[src/rtl/arm_mul_unit_if.sv]
// Multiply unit request/response bundle.
//   start, long_mode, signed_mode, accumulate : request and mode bits
//   a, b, acc                                 : multiplicand, multiplier, accumulate addend
//   busy, done                                : operation status (done is a one-cycle pulse)
//   result_lo, result_hi, flag_n, flag_z      : registered result and N/Z flags
// master: controller side; slave: multiply unit side.
interface arm_mul_unit_if #(
  parameter int unsigned WIDTH = 32
);
  logic                 start;
  logic                 long_mode;
  logic                 signed_mode;
  logic                 accumulate;
  logic [WIDTH-1:0]     a;
  logic [WIDTH-1:0]     b;
  logic [2*WIDTH-1:0]   acc;
  logic                 busy;
  logic                 done;
  logic [WIDTH-1:0]     result_lo;
  logic [WIDTH-1:0]     result_hi;
  logic                 flag_n;
  logic                 flag_z;

  modport master (
    output start, long_mode, signed_mode, accumulate, a, b, acc,
    input  busy, done, result_lo, result_hi, flag_n, flag_z
  );

  modport slave (
    input  start, long_mode, signed_mode, accumulate, a, b, acc,
    output busy, done, result_lo, result_hi, flag_n, flag_z
  );
endinterface

[src/rtl/arm_mul_unit.sv]
// Iterative multiply / multiply-accumulate unit for the multicycle ARM core.
// Retires STEP multiplier bits per cycle over N = WIDTH/STEP cycles, then spends one
// cycle applying sign correction and the accumulate addend.
// Ports:
//   clk   : rising-edge clock
//   reset : asynchronous active-low reset
//   bus   : arm_mul_unit_if slave (request, operands, status, results, N/Z flags)
module arm_mul_unit #(
  parameter int unsigned WIDTH = 32,
  parameter int unsigned STEP  = 1
) (
  input logic          clk,
  input logic          reset,
  arm_mul_unit_if.slave bus
);

  localparam int unsigned N    = WIDTH / STEP;
  localparam int unsigned CntW = $clog2(N + 1);
  localparam int unsigned PW   = 2 * WIDTH;

  typedef enum logic [1:0] {StIdle, StRun, StFix, StDone} state_e;

  state_e            state_q, state_d;
  logic [PW-1:0]     a_sh_q;     // multiplicand magnitude, shifted left as bits retire
  logic [WIDTH-1:0]  b_q;        // multiplier magnitude, shifted right as bits retire
  logic [PW-1:0]     acc_q;      // addend, pre-masked to the low word in short mode
  logic [PW-1:0]     prod_q;
  logic [CntW-1:0]   cnt_q;
  logic              long_q;
  logic              accum_q;
  logic              sign_q;     // negate in FIX; only ever set for signed long
  logic [WIDTH-1:0]  result_lo_q, result_hi_q;
  logic              flag_n_q, flag_z_q;

  logic              start_ok;
  logic              signed_long;
  logic [WIDTH-1:0]  a_abs, b_abs;
  logic [PW-1:0]     step_sum;
  logic [PW-1:0]     prod_fixed;
  logic [PW-1:0]     fix_sum;
  logic [PW-1:0]     final_res;

  assign start_ok    = bus.start && (state_q == StIdle || state_q == StDone);
  assign signed_long = bus.signed_mode && bus.long_mode;

  // Negating -2^(WIDTH-1) wraps to the same bit pattern, which read as unsigned
  // is exactly the magnitude 2^(WIDTH-1), so WIDTH bits suffice.
  assign a_abs = (signed_long && bus.a[WIDTH-1]) ? (WIDTH'(0) - bus.a) : bus.a;
  assign b_abs = (signed_long && bus.b[WIDTH-1]) ? (WIDTH'(0) - bus.b) : bus.b;

  always_comb begin
    step_sum = '0;
    for (int i = 0; i < STEP; i++) begin
      if (b_q[i]) step_sum = step_sum + (a_sh_q << i);
    end
  end

  assign prod_fixed = sign_q ? (PW'(0) - prod_q) : prod_q;
  assign fix_sum    = prod_fixed + (accum_q ? acc_q : PW'(0));
  assign final_res  = long_q ? fix_sum : {{WIDTH{1'b0}}, fix_sum[WIDTH-1:0]};

  always_comb begin
    state_d = state_q;
    unique case (state_q)
      StIdle:  if (bus.start) state_d = StRun;
      StRun:   if (cnt_q == CntW'(1)) state_d = StFix;
      StFix:   state_d = StDone;
      StDone:  state_d = bus.start ? StRun : StIdle;
      default: state_d = StIdle;
    endcase
  end

  always_ff @(posedge clk or negedge reset) begin
    if (!reset) begin
      state_q     <= StIdle;
      a_sh_q      <= '0;
      b_q         <= '0;
      acc_q       <= '0;
      prod_q      <= '0;
      cnt_q       <= '0;
      long_q      <= 1'b0;
      accum_q     <= 1'b0;
      sign_q      <= 1'b0;
      result_lo_q <= '0;
      result_hi_q <= '0;
      flag_n_q    <= 1'b0;
      flag_z_q    <= 1'b0;
    end else begin
      state_q <= state_d;
      if (start_ok) begin
        a_sh_q  <= {{WIDTH{1'b0}}, a_abs};
        b_q     <= b_abs;
        acc_q   <= bus.long_mode ? bus.acc : {{WIDTH{1'b0}}, bus.acc[WIDTH-1:0]};
        prod_q  <= '0;
        cnt_q   <= CntW'(N);
        long_q  <= bus.long_mode;
        accum_q <= bus.accumulate;
        sign_q  <= signed_long && (bus.a[WIDTH-1] ^ bus.b[WIDTH-1]);
      end else if (state_q == StRun) begin
        prod_q <= prod_q + step_sum;
        a_sh_q <= a_sh_q << STEP;
        b_q    <= b_q >> STEP;
        cnt_q  <= cnt_q - CntW'(1);
      end else if (state_q == StFix) begin
        result_lo_q <= final_res[WIDTH-1:0];
        result_hi_q <= final_res[PW-1:WIDTH];
        flag_n_q    <= long_q ? final_res[PW-1] : final_res[WIDTH-1];
        flag_z_q    <= (final_res == '0);
      end
    end
  end

  assign bus.busy      = (state_q == StRun) || (state_q == StFix);
  assign bus.done      = (state_q == StDone);
  assign bus.result_lo = result_lo_q;
  assign bus.result_hi = result_hi_q;
  assign bus.flag_n    = flag_n_q;
  assign bus.flag_z    = flag_z_q;

endmodule

[src/flat_wrapper.sv]
// flat-port wrapper written by rule: the top's interface ports become plain ports
module arm_mul_unit_flat 
#(
  parameter int unsigned WIDTH = 32,
  parameter int unsigned STEP  = 1
)
  (clk, reset, bus_start, bus_long_mode, bus_signed_mode, bus_accumulate, bus_a, bus_b, bus_acc, bus_busy, bus_done, bus_result_lo, bus_result_hi, bus_flag_n, bus_flag_z);
  arm_mul_unit_if #(.WIDTH(WIDTH)) bus_i ();
  input logic clk;
  input logic reset;
  input wire logic [$bits(bus_i.start)-1:0] bus_start;
  input wire logic [$bits(bus_i.long_mode)-1:0] bus_long_mode;
  input wire logic [$bits(bus_i.signed_mode)-1:0] bus_signed_mode;
  input wire logic [$bits(bus_i.accumulate)-1:0] bus_accumulate;
  input wire logic [$bits(bus_i.a)-1:0] bus_a;
  input wire logic [$bits(bus_i.b)-1:0] bus_b;
  input wire logic [$bits(bus_i.acc)-1:0] bus_acc;
  output wire logic [$bits(bus_i.busy)-1:0] bus_busy;
  output wire logic [$bits(bus_i.done)-1:0] bus_done;
  output wire logic [$bits(bus_i.result_lo)-1:0] bus_result_lo;
  output wire logic [$bits(bus_i.result_hi)-1:0] bus_result_hi;
  output wire logic [$bits(bus_i.flag_n)-1:0] bus_flag_n;
  output wire logic [$bits(bus_i.flag_z)-1:0] bus_flag_z;
  assign bus_i.start = bus_start;
  assign bus_i.long_mode = bus_long_mode;
  assign bus_i.signed_mode = bus_signed_mode;
  assign bus_i.accumulate = bus_accumulate;
  assign bus_i.a = bus_a;
  assign bus_i.b = bus_b;
  assign bus_i.acc = bus_acc;
  assign bus_busy = bus_i.busy;
  assign bus_done = bus_i.done;
  assign bus_result_lo = bus_i.result_lo;
  assign bus_result_hi = bus_i.result_hi;
  assign bus_flag_n = bus_i.flag_n;
  assign bus_flag_z = bus_i.flag_z;
  arm_mul_unit #(.WIDTH(WIDTH), .STEP(STEP)) u_core (.clk(clk), .reset(reset), .bus(bus_i));
endmodule
[config.mk]
export PLATFORM = sky130hd
export DESIGN_NAME = arm_mul_unit_flat
export DESIGN_NICKNAME = d
export VERILOG_FILES = /design/src/rtl/arm_mul_unit_if.sv /design/src/rtl/arm_mul_unit.sv /design/src/flat_wrapper.sv
export SDC_FILE = /design/constraint.sdc
export NUM_CORES = 1
export LEC_CHECK = 0
export ABC_AREA = 1
export CELL_PAD_IN_SITES_DETAIL_PLACEMENT = 1
export CELL_PAD_IN_SITES_GLOBAL_PLACEMENT = 1
export CORE_AREA = 2 2 244 246
export DETAILED_ROUTE_END_ITERATION = 7
export DIE_AREA = 0 0 246 248
export PLACE_DENSITY = 0.92
export SKIP_CTS_REPAIR_TIMING = 1
export SYNTH_ARGS = -nofsm -noshare
export SYNTH_HDL_FRONTEND = slang
export SYNTH_SLANG_ARGS = --single-unit
[constraint.sdc]
create_clock -name clk -period 7.68 [get_ports clk]
set_input_delay 1.536 -clock clk [delete_from_list [all_inputs] [get_ports clk]]
set_output_delay 1.536 -clock clk [all_outputs]
set_load 0.02 [all_outputs]
==> flow_summary_export.csv <==
group,metric,value,unit
yosys,async_s_r_ff_share_synth,100,%
sta,slew_of_the_pin_with_the_lowest_slew_margin,0.980,ns
power,ir_drop,230,uV
floorplanning,die_x,246,um
worst_setup_path,critical_path.endpoint_type,"flip-flop",
drt,total_wire_length_after_detailed_routing,100000,um
yosys,synth.cell_area,26600,um^2
clock_tree,clock_latency_on_the_worst_skew_pair,0.59,ns
yosys,synth_top_cells_by_area,"sky130_fd_sc_hd__dfrtp_1 (28%), sky130_fd_sc_hd__nand2_1 (20%), sky130_fd_sc_hd__inv_1 (11%)",
sta,timing.final.hold_violations,0,
worst_setup_path,timing.critical_path.mode_cell,"sky130_fd_sc_hd__nor2_1",
global_routing,pin_count_of_the_biggest_net_entering_global_routing,116,
worst_setup_path,timing.reg2reg.setup_slack,2.32,ns
worst_hold_path,min_path_type,"reg2reg",
sta,period_share,69.8,%
yosys,ys_dominant_reg_cell,"sky130_fd_sc_hd__dfrtp_1",
yosys,synth_edf_count,0,
finish,layout.filler_cells,8084,
power,clock_power_share,17.5,%
power,power-per-cell-area,357,nW/um^2
worst_setup_path,path_max_fanout,5,
yosys,yosysTopAreaCellShare,28.4,%
floorplanning,rows,89,
power,power_switching_share,51.2,%
floorplanning,floorplan.io_pins,202,
power,pnr_total_power,0.0109,W
floorplanning,design.die.area,61000,um^2
place,detailedPlacementHpwl,80400,um
job,drv_cap,0,
finish,finalNetCount,4720,
clock_tree,h_tree_levels,2,
worst_setup_path,timing.critical_path.from,"u_core.prod_q[1]",
clock_tree,cts.root.buffer_cell,"sky130_fd_sc_hd__clkbuf_16",
floorplanning,core_area,58500,um^2
place,gp_routability_congestion,1.02,
sta,fin_tns_setup,0,ns
place,port_buffers,201,
yosys,ys_seq_area_share,28.4,%
drt,wl_per_cell,19.2,um
sta,grt_setup_unrepaired,"no",
power,static-leakage-power,16.4,nW
yosys,unique_cell_type_count_in_the_yosys_netlist,55,
clock_tree,clk_pin_slew,0.06,ns
yosys,post_synth_inst_count,4287,
worst_setup_path,slowest_delay,0.39,ns
global_routing,grt_antenna_before_repair,0,
yosys,netlist_top_cells_count,"sky130_fd_sc_hd__nand2_1 (1380), sky130_fd_sc_hd__inv_1 (788), sky130_fd_sc_hd__nor2_1 (380), sky130_fd_sc_hd__dfrtp_1 (301), sky130_fd_sc_hd__o21ai_0 (219)",
yosys,ys_seq_elements,301,
power,cell_internal_pwr,0.00533,W
global_routing,global_route.overflow_total,0,
yosys,syn_area_per_cell,6.19,um^2
drt,drt_pass_1_iters,5,
clock_tree,cts_tree,"done",
worst_setup_path,r2r-start,"u_core.prod_q[1]",
place,dp_cells,5174,
power,p_comb_share,59.5,%
drt,routed-via-count,28500,
sta,slew_viol_final,0,
power,seq_power_share,23.1,%
yosys,synth_fp_nets,4566,
finish,antenna-diode-count,0,
yosys,synth_top_cell_by_area,"sky130_fd_sc_hd__dfrtp_1",
drt,post_drt_via_cell_ratio,5.45,
sta,finalSetupViolCount,0,
floorplanning,die-height,248,um
finish,multi_input_area,15600,um^2
finish,area_growth_synth_to_finish,15.3,%
drt,first_iter_violations,1697,
power,power_switching,0.00561,W
global_routing,globalRouteTotalUtil,33.0,%
drt,number_of_design_rule_violations_left_after_detail_routing,0,
global_routing,grt_first_pass_wirelength,159000,um
yosys,ys_warn_count,0,
finish,fin_area,30600,um^2
sta,max_slew_headroom_at_the_worst_pin,33.8,%
worst_hold_path,holdCritStartpoint,"u_core.acc_q[1]",
worst_setup_path,critical_path.startpoint_type,"flip-flop",
yosys,yosys.cell_count.top_type,"sky130_fd_sc_hd__nand2_1",
finish,fin_cells,5237,
clock_tree,cts_buffer_depth,3,
clock_tree,cts_made_buffers,38,
worst_setup_path,timing_worst_setup_path_type,"reg2reg",
finish,seq_area,7530,um^2
worst_setup_path,worst-endpoint-required,8.19,ns
sta,tmin_final,5.36,ns
sta,max_freq,187,MHz
clock_tree,cts_sinks,301,
worst_setup_path,critPathArrivalTime,5.86,ns
drt,drtAntennaViolNets,0,
global_routing,first_global_vias,29900,
floorplanning,initial_utilization,45.4,%
finish,share_of_layout_cells_above_drive_strength_1,4.30,%
worst_setup_path,cell_with_the_biggest_individual_delay_on_the_critical_path,"sky130_fd_sc_hd__ha_1",
place,place_area,29300,um^2
sta,clock_skew,0.0242,ns
run_status,run_status,"finished, final reports clean",
metrics by stage:
stage,hold WS [ns],worst slack (ns),utilization [%]
2_1_floorplan,0.442,4.03,-
3_3_place_gp,0.458,2.66,50.1
3_5_place_dp,0.459,2.44,50.1
4_1_cts,0.475,2.41,52.4
5_1_grt,0.494,1.95,52.4
6_report,0.475,2.32,52.4
cell usage in the layout, fill, tap and decap left out, types with 6 or more instances in the layout:
cell                                 n
sky130_fd_sc_hd__nand4_1            41
sky130_fd_sc_hd__o21ai_1            24
sky130_fd_sc_hd__nand3_2            11
sky130_fd_sc_hd__nor4_1             21
sky130_fd_sc_hd__nor2_4              7
sky130_fd_sc_hd__a21oi_1           206
sky130_fd_sc_hd__clkbuf_8           10
sky130_fd_sc_hd__a21o_1             10
sky130_fd_sc_hd__nor2_1            377
sky130_fd_sc_hd__nor3_2             10
sky130_fd_sc_hd__nor2_2             24
sky130_fd_sc_hd__ha_1              143
sky130_fd_sc_hd__clkbuf_16          39
sky130_fd_sc_hd__a31oi_1            22
sky130_fd_sc_hd__o21ai_0           219
sky130_fd_sc_hd__dfrtp_1           299
sky130_fd_sc_hd__o21a_1              8
sky130_fd_sc_hd__nor3_1             47
sky130_fd_sc_hd__nand2_1          1379
sky130_fd_sc_hd__nand2_2            17
sky130_fd_sc_hd__nand3_1           202
sky130_fd_sc_hd__inv_1             788
sky130_fd_sc_hd__o21ai_2             9
sky130_fd_sc_hd__xor2_1             82
sky130_fd_sc_hd__o31ai_1             6
sky130_fd_sc_hd__clkdlybuf4s50_1   200
sky130_fd_sc_hd__buf_4              18
sky130_fd_sc_hd__inv_2              14
sky130_fd_sc_hd__o211ai_1           21
sky130_fd_sc_hd__clkinv_2            6
sky130_fd_sc_hd__xnor2_1            35
sky130_fd_sc_hd__o22ai_1            57
sky130_fd_sc_hd__o221ai_1           43
sky130_fd_sc_hd__nand3b_1           13
power groups by stage:
| stage | clock, W | combinational (W) | sequential (W) |
|---|---|---|---|
| 6_report | 0.00191 | 0.00651 | 0.00252 |
| 2_1_floorplan | 0 | 0.00420 | 0.00252 |
| 3_5_place_dp | 0 | 0.00637 | 0.00253 |
| 3_3_place_gp | 0 | 0.00612 | 0.00249 |
| 4_1_cts | 0.00194 | 0.00646 | 0.00251 |
| 5_1_grt | 0.00199 | 0.00718 | 0.00258 |
state kept, by name (all words and copies together), names as in the netlist:
| name | flops |
|---|---|
| u_core.bus.flag_z | 1 |
| u_core.prod_q | 64 |
| u_core.bus.result_hi | 32 |
| u_core.cnt_q | 6 |
| u_core.acc_q | 64 |
| u_core.b_q | 32 |
| u_core.sign_q | 1 |
| u_core.bus.result_lo | 32 |
| u_core.accum_q | 1 |
| u_core.state_q | 2 |
| u_core.a_sh_q | 64 |
| u_core.long_q | 1 |
| u_core.bus.flag_n | 1 |
metal layers:
metal,GRT usage [%],vias to the layer above,share of wire [%]
met2,56.8,706,47
met4,17.4,0,5.8
met1,40.5,13700,43
li1,-,13800,-
met3,4.12,262,4.4
met5,0,-,0
path summary, 6_finish.rpt:
path | depth (start not counted) | endpoint
max reg2reg | 29 | u_core.bus.flag_z
max | 29 | u_core.bus.flag_z
min in group asynchronous | 1 | u_core.bus.result_lo[1]
min reg2reg | 2 | u_core.acc_q[1]
min | 2 | u_core.acc_q[1]
max in group asynchronous | 2 | u_core.acc_q[40]
cells by family (layout without fill, tap and decap cells):
kind of cell / count (synthesis) / in the layout / synth area share, %
AND/OR/NAND/NOR: 2164 / 2164 / 33.9
buffers and inverters: 914 / 1091 / 13.0
AO/OA/AOI/OAI: 646 / 646 / 14.0
flip-flops: 301 / 301 / 28.4
adder cells (fa/ha/maj): 145 / 145 / 6.89
XOR/XNOR: 117 / 117 / 3.86
final cells by class:
type                    instances  share of cell area, %
multi-input cells            3072                   51.0
flip-flops and latches        301                   24.6
well taps                     773                   3.16
inverters                     808                   9.91
clock buffers                  51                   3.66
clock inverters                12                  0.572
repair buffers                220                   7.09
critical path, delay by kind of cell (launching register included):
family	cells	cell delay (ns)
flops	1	0.38
fa+ha+maj	2	0.64
buf+inv	3	0.43
simple gates	23	3.62
xor+xnor	1	0.19
Power figures use the tool's default switching activity.
